## src/rtl/dct_seq_ctrl.sv

```systemverilog
// dct_seq_ctrl: address and strobe sequencer for the MFCC DCT stage.
// One start pulse walks every (k, n) pair, one per cycle with no bubbles.
// Each pair issues a log-mel read address and a cosine-ROM read address.
// The accumulator load/add strobes are delayed by MUL_LAT to line up with the
// product. Each finished coefficient is flagged one cycle after its last add.
//
// Ports:
//   clk, rst    - rising-edge clock, asynchronous active-high reset
//   start       - one-cycle frame request, ignored while busy
//   busy        - high from the first issue cycle through the done cycle
//   done        - pulse coincident with the final cep_valid
//   mel_addr    - log-mel buffer read address (n)
//   cos_addr    - cosine ROM read address (k*N_FILT + n), running counter
//   acc_new     - accumulator load strobe (first term of a coefficient)
//   acc_en      - accumulator add strobe (remaining terms)
//   cep_valid   - accumulator holds finished coefficient cep_idx
//   cep_idx     - coefficient index k accompanying cep_valid
//
// Build option: define DCT_SKIP_C0_EN to skip coefficient 0 (k starts at 1).

module dct_seq_ctrl #(
    parameter int unsigned N_FILT  = 26,
    parameter int unsigned N_CEP   = 13,
    parameter int unsigned MUL_LAT = 2,
    parameter int unsigned AW_MEL  = 5,
    parameter int unsigned AW_COS  = 9
) (
    input  logic              clk,
    input  logic              rst,
    input  logic              start,
    output logic              busy,
    output logic              done,
    output logic [AW_MEL-1:0] mel_addr,
    output logic [AW_COS-1:0] cos_addr,
    output logic              acc_new,
    output logic              acc_en,
    output logic              cep_valid,
    output logic [3:0]        cep_idx
);

`ifdef DCT_SKIP_C0_EN
    localparam int unsigned K0 = 1;
`else
    localparam int unsigned K0 = 0;
`endif

    localparam int unsigned       IW       = 4;
    localparam logic [AW_MEL-1:0] N_LAST   = AW_MEL'(N_FILT - 1);
    localparam logic [IW-1:0]     K_FIRST  = IW'(K0);
    localparam logic [IW-1:0]     K_LAST   = IW'(N_CEP - 1);
    localparam logic [AW_COS-1:0] COS_BASE = AW_COS'(K0 * N_FILT);

    typedef enum logic [1:0] {IDLE, RUN, DRAIN} state_t;

    state_t              state;
    logic                busy_q;
    logic [AW_MEL-1:0]   n_q;
    logic [IW-1:0]       k_q;
    logic [AW_COS-1:0]   cos_q;

    // Strobe delay lines: acc_* need MUL_LAT stages, end-of-coefficient one more
    logic [MUL_LAT-1:0]        new_sr;
    logic [MUL_LAT-1:0]        en_sr;
    logic [MUL_LAT:0]          end_sr;
    logic [MUL_LAT:0]          fin_sr;
    logic [MUL_LAT:0][IW-1:0]  idx_sr;

    logic issue;
    logic n_last;
    logic pair_last;

    assign issue     = (state == RUN);
    assign n_last    = (n_q == N_LAST);
    assign pair_last = n_last && (k_q == K_LAST);

    // FSM, issue counters and strobe pipeline
    always_ff @(posedge clk or posedge rst) begin
        if (rst) begin
            state  <= IDLE;
            busy_q <= 1'b0;
            n_q    <= '0;
            k_q    <= K_FIRST;
            cos_q  <= COS_BASE;
            new_sr <= '0;
            en_sr  <= '0;
            end_sr <= '0;
            fin_sr <= '0;
            idx_sr <= '0;
        end else begin
            new_sr[0] <= issue && (n_q == '0);
            en_sr[0]  <= issue && (n_q != '0);
            end_sr[0] <= issue && n_last;
            fin_sr[0] <= issue && pair_last;
            // Index is only carried with its end strobe so cep_idx idles at 0
            idx_sr[0] <= (issue && n_last) ? k_q : '0;
            for (int i = 1; i < int'(MUL_LAT); i++) begin
                new_sr[i] <= new_sr[i-1];
                en_sr[i]  <= en_sr[i-1];
            end
            for (int i = 1; i <= int'(MUL_LAT); i++) begin
                end_sr[i] <= end_sr[i-1];
                fin_sr[i] <= fin_sr[i-1];
                idx_sr[i] <= idx_sr[i-1];
            end

            case (state)
                IDLE: begin
                    if (start) begin
                        state  <= RUN;
                        busy_q <= 1'b1;
                    end
                end
                RUN: begin
                    if (pair_last) begin
                        // Rewind counters so the next frame starts from base
                        state <= DRAIN;
                        n_q   <= '0;
                        k_q   <= K_FIRST;
                        cos_q <= COS_BASE;
                    end else begin
                        cos_q <= cos_q + AW_COS'(1);
                        if (n_last) begin
                            n_q <= '0;
                            k_q <= k_q + IW'(1);
                        end else begin
                            n_q <= n_q + AW_MEL'(1);
                        end
                    end
                end
                DRAIN: begin
                    // Leave on the done cycle; a start seen here is dropped
                    if (fin_sr[MUL_LAT]) begin
                        state  <= IDLE;
                        busy_q <= 1'b0;
                    end
                end
                default: begin
                    state  <= IDLE;
                    busy_q <= 1'b0;
                end
            endcase
        end
    end

    assign busy      = busy_q;
    assign done      = fin_sr[MUL_LAT];
    assign mel_addr  = n_q;
    assign cos_addr  = cos_q;
    assign acc_new   = new_sr[MUL_LAT-1];
    assign acc_en    = en_sr[MUL_LAT-1];
    assign cep_valid = end_sr[MUL_LAT];
    assign cep_idx   = idx_sr[MUL_LAT];

endmodule

```

## config.mk

```make
export PLATFORM = sky130hd
export DESIGN_NAME = dct_seq_ctrl
export DESIGN_NICKNAME = d
export VERILOG_FILES = /design/src/rtl/dct_seq_ctrl.sv
export SDC_FILE = /design/constraint.sdc
export NUM_CORES = 1
export LEC_CHECK = 0
export CAP_MARGIN = 10
export CORE_MARGIN = 10
export CORE_UTILIZATION = 40
export DETAILED_ROUTE_END_ITERATION = 6
export GPL_ROUTABILITY_DRIVEN = 0
export HOLD_SLACK_MARGIN = 0.12
export SYNTH_ARGS = -nofsm -noshare
export SYNTH_HDL_FRONTEND = slang
export SYNTH_SLANG_ARGS = --single-unit
```

## constraint.sdc

```tcl
create_clock -name clk -period 3.1 [get_ports clk]
set_input_delay 0.31 -clock clk [delete_from_list [all_inputs] [get_ports clk]]
set_output_delay 0.31 -clock clk [all_outputs]
set_load 0.01 [all_outputs]
```

==> impl_metrics.tcl, run 1 <==
set metrics [dict create \
    outcome "finished, final reports clean" \
    grt_start_max_net_pins 44 \
    routed_wirelength_mm 3.30 \
    cts.sinks 43 \
    postCtsSetupRepairBufs 0 \
    internal-power_mw 1.10 \
    synthTopCellsByArea "dfrtp_1, ha_1, o21ai_0" \
    r2r-start "mel_addr[1]$_DFFE_PP0P_" \
    remaining_drc_errors 0 \
    met2RoutedLength_mm 1.70 \
    core_mm2 0.00432 \
    root_buffer "clkbuf_8" \
    drt-wirelength-per-cell_um 14.7 \
    synth_top_area_cell "dfrtp_1" \
    ys_async_sr_fraction_pct 100 \
    crit_type "flop to flop" \
    holdCritStartpoint "idx_sr[0]$_DFF_PP0_" \
    power.share.clock_pct 20.9 \
    cp-end-kind "flop" \
    grt_pass1_wl_mm 5.85 \
    track_usage_pct 9.66 \
    cts_tree "yes" \
    dieArea_mm2 0.00751 \
    period_share_pct 59.4 \
    htreeDepth 2 \
    post-place-ws_ns 1.26 \
    synthTopCellsByCount "dfrtp_1, o21ai_0, inv_1, nand2_1, nand3_1" \
    power_frac_comb_pct 30.3 \
    synthToLayoutAreaGrowth_pct 18.8 \
    start_util_pct 41.1 \
    fmax_mhz 543 \
    postCtsHoldBufs 0 \
    min_path_cells 0 \
    setup_viol 0 \
    vias 1190 \
    n_fill_cell 411 \
    clkSlewWorstSetupHoldPaths_ns 0.09 \
    synthesis.nets 157 \
    die_h_um 86.6 \
    hold_end "idx_sr[4]$_DFF_PP0_" \
    power_switching_uw 558 \
    route.antenna.remaining_nets 0 \
    skew_ns 0.00933 \
    num_rows 24 \
    seq_area_frac_synth_pct 60.6 \
    p_leak_nw 0.953 \
    cellPowerDensity_mw_per_mm2 785 \
    cts-buffers-inserted 5 \
    first_pass_iters 4 \
    timing.rr.end "k_q[3]$_DFFE_PP0P_" \
    nNetsFinal 180 \
    viasPerCell 5.31 \
    stdcell_count 224 \
    synth_area_mm2 0.00178 \
    final_layout_size_suffix_gt1_share_pct 8.14 \
    min_period_ns 1.84 \
    antennaDiodeCount 0 \
    synth_cells 148 \
    grt_overflow 0 \
    fin_setup_tns_ns 0 \
    synth_top_cell_area_share_pct 60.6 \
    met3WireLength_um 189 \
    hpwlAfterDp_mm 2.33 \
    io_buffers 25 \
    rrSetupSlack_ns 1.26 \
    slew_violations 0 \
    cts.repair.resized 0 \
    numPlacedInstances 216 \
    fin_ws_ns 1.26 \
    insertion_delay_ns 0.30 \
    crit_path_start_kind "flop" \
    cp.required_ns 3.31 \
    rr_worst_depth 5 \
    ys.flop_type "dfrtp_1" \
    synth_area_per_cell_um2 12.0 \
    io_pins 26 \
    antenna_found_initial 0 \
    synth_most_common_cell "dfrtp_1" \
    synth-seq-cells 43 \
    switching_share_pct 33.6 \
    clk_path_buf_depth 2 \
    hold_violations 0 \
    seq_power_share_pct 48.8 \
    cp_max_fo 15 \
    rsz0062_at_grt "false" \
    hp-class "flop to flop" \
    drv_cap 0 \
    ir_drop_mv 0.404 \
    grt_pass1_vias 1253 \
    max_slew_margin_pct 54.2 \
    drt_iter0_drc 57 \
    worstMarginPinSlew_ns 0.687 \
    wl_met1_mm 1.34 \
    synth_cell_types 37 \
    die_w_um 86.6 \
    synth-edff-count 0 \
    highest-signal-layer "met4" \
    yosysWarnings 0 \
    crit_arrival_ns 2.05 \
]
[stage by stage]
stage / utilization [%] / power, mW / hold WS (ns) / area [µm²]
floorplan: - / 1.08 / 0.331 / 1780
global placement: 46.8 / 1.31 / 0.331 / 2030
detailed placement: 46.8 / 1.33 / 0.336 / 2030
CTS: 48.8 / 1.69 / 0.355 / 2110
global route: 48.8 / 1.79 / 0.355 / 2110
finish: 48.8 / 1.66 / 0.351 / 2110
[worst max-delay path: stages, from the launching register on]
cell      delay [ns]
dfrtp_1         0.42
inv_1           0.11
ha_1            0.19
nand4b_2        0.37
or4_1           0.58
o21ai_0         0.09
[cells by family (layout without fill, tap and decap cells)]
| family | count (synthesis) | in the layout | synth area share, % |
|---|---|---|---|
| AND/OR/NAND/NOR | 44 | 44 | 15.4 |
| AO/OA/AOI/OAI | 32 | 32 | 11.1 |
| flip-flops | 43 | 43 | 60.6 |
| buffers and inverters | 18 | 42 | 5.85 |
| multiplexers | 4 | 4 | 2.39 |
| adder cells (fa/ha/maj) | 6 | 6 | 4.23 |
| XOR/XNOR | 1 | 1 | 0.493 |
[registers in the layout, indices dropped and copies added (netlist names), 2 cells and up]
signal / cells
fin_sr: 3
idx_sr: 8
cep_idx: 4
k_q: 4
en_sr: 2
state: 2
cos_addr: 9
end_sr: 3
mel_addr: 5
new_sr: 2
[worst max path at each step]
stage	startpoint	to	slack, ns	cells after the start
floorplan	mel_addr[1]$_DFFE_PP0P_	k_q[2]$_DFFE_PP0P_	1.57	6
detailed placement	mel_addr[1]$_DFFE_PP0P_	k_q[3]$_DFFE_PP0P_	1.26	5
CTS	mel_addr[1]$_DFFE_PP0P_	cos_addr[7]$_DFFE_PP0P_	1.24	5
global route	mel_addr[1]$_DFFE_PP0P_	cos_addr[7]$_DFFE_PP0P_	1.08	5
global placement	mel_addr[1]$_DFFE_PP0P_	k_q[1]$_DFFE_PP0P_	1.34	5
finish	mel_addr[1]$_DFFE_PP0P_	k_q[3]$_DFFE_PP0P_	1.26	5
[cells in the final DEF (no fill, tap or decap), types with 4 or more instances in the layout]
master           netlist  routed
a21oi_1                7       7
clkbuf_8               0       5
clkdlybuf4s50_1        0      25
dfrtp_1               43      43
ha_1                   6       6
inv_1                  8       8
nand2_1                8       8
nand3_1                8       8
nor2_1                 5       5
o21ai_0               13      13
or3_1                  4       4
[final cells by class]
cell class	count	area (µm²)	share of cell area, %
Inverter	8	30.0	1.42
Multi-Input combinational cell	87	597	28.3
Clock buffer	6	72.6	3.44
Tap cell	52	65.1	3.08
Timing Repair Buffer	26	258	12.2
Sequential cell	43	1080	51.0
Clock inverter	2	12.5	0.593
[layer usage]
layer	up-vias	track usage [%]
met2	16	15.6
met1	602	10.9
met5	-	0
met4	0	4.42
met3	6	4.03
li1	566	-
[power groups by stage]
stage                     clock (mW)  sequential (mW)  combinational, mW
final                          0.347            0.809              0.502
after global routing           0.382            0.834              0.573
after CTS                      0.361            0.810              0.517
after detailed placement           0            0.822              0.513
after global placement             0            0.812              0.499
after floorplan                    0            0.829              0.247
Note: power is estimated with default switching activity, not from simulation.
==> run 2, diff against run 1 <==
- clock period: 3.1 -> 1.75 ns (I/O delays scaled with it)
==> run 2 against run 1 <==
Effect of this change:
- core utilization increased by 2.3 points
- fmax grew 14%
- sequential share of layout area down 2.3 points
- cell count increased by 4.9%
- setup slack got worse by 1.1 ns
- sequential power rose by 69%
- critical endpoint unchanged
==> impl_metrics.tcl, run 2 (same netlist as run 1, synthesis figures left out) <==
set metrics [dict create \
    skew_ns 0.0125 \
    viasPerCell 5.12 \
    period_share_pct 92.4 \
    min_period_ns 1.62 \
    cellPowerDensity_mw_per_mm2 1390 \
    final_layout_size_suffix_gt1_share_pct 14.2 \
    fin_ws_ns 0.134 \
    route.antenna.remaining_nets 0 \
    antenna_found_initial 0 \
    ff_latch_area_mm2 0.00108 \
    multiInputGateArea_um2 606 \
    p_leak_nw 1.02 \
    routed_wirelength_mm 3.30 \
    grt_overflow 0 \
    crit_type "flop to flop" \
    io_pins 26 \
    cts.sinks 43 \
    cts-buffers-inserted 5 \
    largest_reg_flops 9 \
    crit_path_start_kind "flop" \
    cp_max_fo 11 \
    dieArea_mm2 0.00751 \
    clk_path_buf_depth 2 \
    worstMarginPinSlew_ns 0.541 \
    hpwlAfterDp_mm 2.43 \
    slew_violations 0 \
    synthToLayoutAreaGrowth_pct 24.4 \
    grt_pass1_vias 1291 \
    die_h_um 86.6 \
    die_w_um 86.6 \
    first_pass_iters 3 \
    setup_viol 0 \
    fin_setup_tns_ns 0 \
    cp.required_ns 1.96 \
    mostFrequentLayoutCells "dfrtp_1, clkdlybuf4s50_1, o21ai_0" \
    critPathTopFamily "simple AND/OR/NAND/NOR gates" \
    root_buffer "clkbuf_8" \
    final_common_cell "dfrtp_1" \
    vias 1203 \
    max_slew_margin_pct 63.9 \
    track_usage_pct 9.69 \
    antennaDiodeCount 0 \
    max_stage_delay_ns 0.52 \
    outcome "finished, final reports clean" \
    use_met1_pct 10.9 \
    drv_cap 0 \
    drt_iter0_drc 27 \
    n_fill_cell 390 \
    post-place-ws_ns 0.0479 \
    fmax_mhz 619 \
    rsz0062_at_grt "false" \
    crit_slowest_cell "or4_1" \
    path_cells "inv_1 -> ha_1 -> nand4b_4 -> or4_1 -> o21ai_0" \
    remaining_drc_errors 0 \
    clkSlewWorstSetupHoldPaths_ns 0.09 \
    grt_start_max_net_pins 44 \
    cp.buffers_inverters 1 \
    ir_drop_mv 0.872 \
    nNetsFinal 191 \
    htreeDepth 2 \
    hold_violations 0 \
    grt_use_met2_pct 16.9 \
    start_util_pct 41.1 \
    core_mm2 0.00432 \
    hp-class "input pin to async pin" \
    top_usage_layer "met2" \
    num_rows 24 \
    io_buffers 25 \
    cts_tree "yes" \
    crit_arrival_ns 1.83 \
    drt-wirelength-per-cell_um 14.0 \
    grt_pass1_wl_mm 5.92 \
    cp-end-kind "flop" \
    insertion_delay_ns 0.30 \
    use_met3_pct 2.35 \
]
==> run 2: area by class of cell <==
class	instances	share of cell area (%)
Clock buffer	5	3.11
Clock inverter	3	1.13
Inverter	8	1.36
Multi-Input combinational cell	87	27.4
Sequential cell	43	48.7
Tap cell	52	2.94
Timing Repair Buffer	37	15.4
==> run 2: repair_timing <==
action,4_1_cts,5_1_grt
gates resized for setup,0,1
hold buffers,0,0
endpoints found under the setup margin,0,11
hold endpoints to repair,0,0
setup buffers,0,0
==> run 2: per-layer routing <==
| layer | wire [µm] | up-vias |
|---|---|---|
| met1 | 1430 | 595 |
| met3 | 121 | 5 |
| met2 | 1690 | 15 |
| met4 | 50 | 0 |
| met5 | 0 | - |
| li1 | - | 588 |
==> run 2: final timing paths <==
kind | startpoint | to | slack (ns) | cells after the start
worst max-delay path | mel_addr[1]$_DFFE_PP0P_ | k_q[3]$_DFFE_PP0P_ | 0.13 | 5
worst max register to register | mel_addr[1]$_DFFE_PP0P_ | k_q[3]$_DFFE_PP0P_ | 0.13 | 5
worst min-delay path | rst | k_q[2]$_DFFE_PP0P_ | 0.31 | 3
min in group clk | idx_sr[4]$_DFF_PP0_ | cep_idx[0]$_DFF_PP0_ | 0.35 | 0
max in group asynchronous | rst | state[1]$_DFFE_PP0P_ | 1.08 | 3
worst min register to register | idx_sr[4]$_DFF_PP0_ | cep_idx[0]$_DFF_PP0_ | 0.35 | 0
==> run 2: through the flow <==
| step | cell area, µm² | power [mW] | util (%) | cells | hold slack, ns |
|---|---|---|---|---|---|
| global placement | 2110 | 2.41 | 48.8 | 227 | 0.332 |
| floorplan | 1780 | 1.91 | - | 148 | 0.315 |
| CTS | 2200 | 3.10 | 50.9 | 235 | 0.327 |
| global route | 2210 | 3.30 | 51.1 | 235 | 0.362 |
| finish | 2210 | 3.07 | 51.1 | 235 | 0.310 |
| detailed placement | 2110 | 2.45 | 48.8 | 227 | 0.335 |
==> run 2: power by group <==
part / internal, mW / leakage, nW / switching (mW) / total [mW]
Clock: 0.285 / 0.0443 / 0.350 / 0.635
Sequential: 1.19 / 0.558 / 0.180 / 1.37
Combinational: 0.570 / 0.416 / 0.497 / 1.07
Total: 2.04 / 1.02 / 1.03 / 3.07
==> run 2: tightest hold or removal path, stage by stage <==
cell and delay (ns):
clkdlybuf4s50_1 0.39, inv_1 0.05, buf_4 0.44
